===== src/rtl/hswap_check.sv =====
// Scoreboard checker: queues halfword-swapped stimulus words and compares them with returned results.
// Optional macro HSWAP_CHECK_ZERO_SKIP_EN: a zero result is counted but never treated as a mismatch.
module hswap_check #(
   parameter int DEPTH      = 4,
   parameter int SWAPS      = 3,
   parameter int NUM_CHECKS = 8
) (
   input  logic        clk,
   input  logic        rst,
   input  logic        in_valid,
   output logic        in_ready,
   input  logic [31:0] in_a,
   input  logic        res_valid,
   input  logic [31:0] res_data,
   output logic        err,
   output logic        underflow,
   output logic [7:0]  mismatch_cnt,
   output logic [7:0]  check_cnt,
   output logic        done
);

   localparam int             AW      = (DEPTH > 1) ? $clog2(DEPTH) : 1;
   localparam int             CW      = AW + 1;
   localparam logic [CW-1:0]  LP_FULL = CW'(DEPTH);
   localparam logic [7:0]     LP_NC   = 8'(NUM_CHECKS);

   typedef enum logic [1:0] {
      S_IDLE,
      S_RUN,
      S_DONE
   } state_t;

   function automatic logic [31:0] hswap_n(input logic [31:0] a);
      logic [31:0] v;
      v = a;
      for (int i = 0; i < SWAPS; i++) begin
         v = {v[15:0], v[31:16]};
      end
      return v;
   endfunction

   function automatic logic [7:0] sat_inc(input logic [7:0] c);
      return (c == 8'hFF) ? c : c + 8'd1;
   endfunction

   state_t         r_state;
   state_t         w_state_nxt;
   logic [31:0]    r_mem [DEPTH];
   logic [AW-1:0]  r_wr_ptr;
   logic [AW-1:0]  r_rd_ptr;
   logic [CW-1:0]  r_count;
   logic           r_err;
   logic           r_underflow;
   logic [7:0]     r_mm_cnt;
   logic [7:0]     r_chk_cnt;

   logic           w_run;
   logic           w_full;
   logic           w_empty;
   logic           w_push;
   logic           w_pop;
   logic           w_uflow;
   logic           w_diff;
   logic [31:0]    w_head;
   logic [7:0]     w_chk_nxt;

   assign w_run     = (r_state == S_RUN);
   assign w_full    = (r_count == LP_FULL);
   assign w_empty   = (r_count == '0);
   assign in_ready  = w_run && !w_full;
   assign w_push    = in_valid && in_ready;
   assign w_pop     = res_valid && !w_empty && w_run;
   assign w_uflow   = res_valid && w_empty && w_run;
   assign w_head    = r_mem[r_rd_ptr];
   assign w_chk_nxt = sat_inc(r_chk_cnt);

`ifdef HSWAP_CHECK_ZERO_SKIP_EN
   assign w_diff = (res_data != w_head) && (res_data != 32'd0);
`else
   assign w_diff = (res_data != w_head);
`endif

   always_comb begin
      w_state_nxt = r_state;
      case (r_state)
         S_IDLE:  w_state_nxt = S_RUN;
         S_RUN:   if (w_pop && (w_chk_nxt == LP_NC)) w_state_nxt = S_DONE;
         S_DONE:  w_state_nxt = S_DONE;
         default: w_state_nxt = S_IDLE;
      endcase
   end

   always_ff @(posedge clk) begin
      if (rst) begin
         r_state     <= S_IDLE;
         r_wr_ptr    <= '0;
         r_rd_ptr    <= '0;
         r_count     <= '0;
         r_err       <= 1'b0;
         r_underflow <= 1'b0;
         r_mm_cnt    <= 8'd0;
         r_chk_cnt   <= 8'd0;
      end else begin
         r_state <= w_state_nxt;
         if (w_push) r_wr_ptr <= r_wr_ptr + AW'(1);
         if (w_pop)  r_rd_ptr <= r_rd_ptr + AW'(1);
         case ({w_push, w_pop})
            2'b10:   r_count <= r_count + CW'(1);
            2'b01:   r_count <= r_count - CW'(1);
            default: r_count <= r_count;
         endcase
         if (w_pop) begin
            r_chk_cnt <= w_chk_nxt;
            if (w_diff) begin
               r_mm_cnt <= sat_inc(r_mm_cnt);
               r_err    <= 1'b1;
            end
         end
         if (w_uflow) begin
            r_underflow <= 1'b1;
            r_err       <= 1'b1;
         end
      end
   end

   // FIFO storage carries data only, so it is left out of reset
   always_ff @(posedge clk) begin
      if (w_push) r_mem[r_wr_ptr] <= hswap_n(in_a);
   end

   assign err          = r_err;
   assign underflow    = r_underflow;
   assign mismatch_cnt = r_mm_cnt;
   assign check_cnt    = r_chk_cnt;
   assign done         = (r_state == S_DONE);

endmodule

===== config.mk =====
export PLATFORM = sky130hd
export DESIGN_NAME = hswap_check
export DESIGN_NICKNAME = d
export VERILOG_FILES = /design/src/rtl/hswap_check.sv
export SDC_FILE = /design/constraint.sdc
export NUM_CORES = 1
export LEC_CHECK = 0
export CAP_MARGIN = 0
export CORE_AREA = 2 2 117 119
export CTS_BUF_LIST = sky130_fd_sc_hd__clkbuf_8
export CTS_CLUSTER_DIAMETER = 200
export DETAILED_ROUTE_END_ITERATION = 12
export DIE_AREA = 0 0 119 121
export PLACE_DENSITY = 0.72
export SLEW_MARGIN = 20
export SYNTH_ARGS = -nofsm -noshare
export SYNTH_HDL_FRONTEND = slang
export SYNTH_SLANG_ARGS = --single-unit

===== constraint.sdc =====
create_clock -name clk -period 6.2 [get_ports clk]
set_input_delay 1.86 -clock clk [delete_from_list [all_inputs] [get_ports clk]]
set_output_delay 1.86 -clock clk [all_outputs]
set_load 0.02 [all_outputs]

==> reports/qor.csv <==
stage;metric;value;unit
route;ant_nets;0;
timing;skew;0.0107;ns
critical_path;slowest_delay;0.70;ns
route;dr.first_iter.drc_count;179;
clock_network;cts_max_level;4;
critical_path;cp.required;4.34;ns
finish;fin_area;7950;sq um
critical_path;ff2ff_setup_slack;2.83;ns
global_routing;grt_overflow;0;
clock_network;cts_resized;0;
synthesis;ys_seq_elements;157;
timing;worst_slew_pin_slew;0.921;ns
run;drv_cap;0;
clock_network;cts_tree;done;
clock_network;cts_made_buffers;17;
critical_path;crit_fanout;6;
floorplanning;die_height;121;microns
critical_path;slowest_stage;clkdlybuf4s50_1;
synthesis;ys.flop_type;edfxtp_1;
critical_path;critPathMostFrequentCell;inv_1;
route;wire_per_inst;17.9;microns
synthesis;synth_top_area_share;59.3;%
synthesis;synth_largest_area_cell;edfxtp_1;
synthesis;synth_area_leaders;edfxtp_1 (59%), mux4_2 (11%), dfxtp_1 (9.0%), xor2_1 (5.0%), ha_1 (1.9%);
clock_network;ctsHoldBuffers;0;
timing;min_period;4.16;ns
placed_design;gp_congestion;0.830;
timing;fin_crit_sh;67.1;%
floorplanning;dieWidth;119;microns
global_routing;track_usage;17.9;%
global_routing;first_global_vias;3807;
worst_hold_path;hold_path_class;reg2reg;
outcome;status;finished, final reports clean;
critical_path;endpoint;in_ready;
critical_path;worstPathCellList;inv_1 > ha_1 > inv_1 > a31oi_1 > clkdlybuf4s50_1;
critical_path;critical_path.startpoint;r_state[1];
pwr;internal_power;1.80;mW
critical_path;worstPathArrival;2.30;ns
clock_network;cts_sinks;157;
placed_design;numPortBuffers;87;
pwr;power.switching;0.550;mW
timing;hold_violations;0;
pwr;p_leak;2.63;nW
global_routing;grt_pass1_wl;19100;microns
pwr;p_comb_share;14.0;%
placed_design;dpl_cell_area;7540;sq um
floorplanning;die_area;14400;sq um
synthesis;synth.most_common_cell;edfxtp_1;
route;drcViolationCount;0;
clock_network;cts-root-buf;clkbuf_8;
finish;n_antenna_cell;0;
finish;fillers;956;
clock_network;cts.path.max_buffers;2;
critical_path;start_kind;flip-flop;
synthesis;yosysWarningCount;0;
pwr;peakVddDrop;151;uV
finish;area_growth;22.6;%
timing;fmax;240;MHz
global_routing;antenna_found_initial;0;
floorplanning;num_rows;42;
synthesis;syn-cell-area;6480;sq um
floorplanning;io_pins;88;
finish;layout.nets;567;
pwr;power_density;295;nW/um^2
route;vias;3568;
floorplanning;start_util;49.5;%
route;dr.pass1.iters;4;
clock_network;clk_pin_slew;0.08;ns
critical_path;timing.rr.end;mismatch_cnt[0];
route;vias_per_cell;5.28;
timing;rsz0062_at_grt;false;
placed_design;post-place-cells;645;
floorplanning;core;13100;sq um
synthesis;syn_area_per_cell;16.7;sq um
pwr;p_sw_share;23.4;%
finish;final_cells;676;
critical_path;crit_type;reg2out;
placed_design;dpl.hpwl;8150;microns
synthesis;synth_edf_count;128;
timing;setup_viol;0;
finish;drive_gt1_share;14.6;%
global_routing;grt_max_degree;33;
pwr;clock_power_share;33.5;%
pwr;p_seq_share;52.5;%
synthesis;async_reset_ff_share;0;%
timing;slew_headroom;38.6;%
synthesis;synthTopCellsByCount;edfxtp_1 (128), xor2_1 (37), mux4_2 (32);
clock_network;cts_setup_buffers;0;
synthesis;postSynthCellCount;388;
critical_path;crit_path_end_kind;output pin;
synthesis;seq_area_frac_synth;68.3;%
timing;tns;0;ns
timing;slew_viol_final;0;
synthesis;synth_nets;467;
route;wl;12100;microns
clock_network;clk_latency;0.45;ns
critical_path;reg2reg_depth;8;
synthesis;synth_cell_type_count;38;
## metal layers
layer	vias to the layer above	share of wire, %	GRT usage (%)
li1	1689	-	-
met1	1800	42	21.2
met2	64	53	31.5
met3	15	3.5	4.32
met4	0	1.7	7.37
met5	-	0	0
## critical path: cells and delay by family (launching register included)
kind | cells | cell delay [ns]
adder cells (fa/ha/maj) | 1 | 0.26
flip-flops | 1 | 0.33
AO/OA/AOI/OAI | 1 | 0.40
buffers and inverters | 3 | 0.85
## cells by family after synthesis
kind of cell	share of synthesized area (%)
AO/OA/AOI/OAI	2.47
multiplexers	12.6
flip-flops	68.3
AND/OR/NAND/NOR	6.99
buffers and inverters	1.85
adder cells (fa/ha/maj)	2.24
XOR/XNOR	5.54
## metrics by stage
stage	hold slack [ns]	total power, mW	utilization [%]	setup slack, ns
floorplan	0.469	1.46	-	2.56
global placement	0.453	1.57	57.6	2.04
detailed placement	0.458	1.59	57.6	1.90
CTS	0.476	2.37	60.8	2.00
global route	0.528	2.45	60.7	1.85
finish	0.472	2.35	60.7	2.04
## flip-flops by register name, indices dropped and copies added (netlist names), named ones only
| name | count |
|---|---|
| r_mem | 128 |
| underflow | 1 |
| check_cnt | 8 |
| r_state | 2 |
| r_rd_ptr | 2 |
| err | 1 |
| r_count | 3 |
| r_wr_ptr | 2 |
| mismatch_cnt | 8 |
## worst min path at each step
stage                 from     endpoint  slack, ns  depth (start not counted)
6_report         underflow    underflow       0.47                          2
3_5_place_dp     underflow    underflow       0.46                          2
2_1_floorplan  r_wr_ptr[1]  r_wr_ptr[1]       0.47                          2
5_1_grt         r_count[2]   r_count[2]       0.53                          2
3_3_place_gp     underflow    underflow       0.45                          2
4_1_cts          underflow    underflow       0.48                          2
## cells in the final DEF, fill, tap and decap left out, drive strengths merged, types with 3 or more instances in the layout
master	n
nand4	3
dfxtp	29
nor4	8
and3	10
clkdlybuf4s50	86
and2	4
mux4	32
or3	4
ha	10
xor2	37
a21oi	9
buf	7
edfxtp	128
inv	13
mux2	3
xnor2	4
clkinvlp	4
a31oi	5
clkbuf	17
nand2	12
nand2b	4
bufinv	4
clkinv	4
mux2i	6
o21ai	8
nor3	6
nor2b	5
nor2	24
nand3	5
## power by group through the flow
stage	registers (mW)	clock network (mW)	logic, mW
2_1_floorplan	1.25	0	0.204
3_3_place_gp	1.25	0	0.323
3_5_place_dp	1.26	0	0.333
4_1_cts	1.23	0.800	0.336
5_1_grt	1.24	0.846	0.362
6_report	1.23	0.786	0.329
## final cells by class
cell class                 instances  area (sq um)  area share, %
clock buffer                      17           234           2.94
inverter                          11          41.3          0.520
multi-input combinational        208          1940           24.4
sequential                       157          4430           55.7
tap                              176           220           2.77
clock inverter                    14           179           2.25
timing repair buffer              93           911           11.5
(Power assumes the default switching activity.)
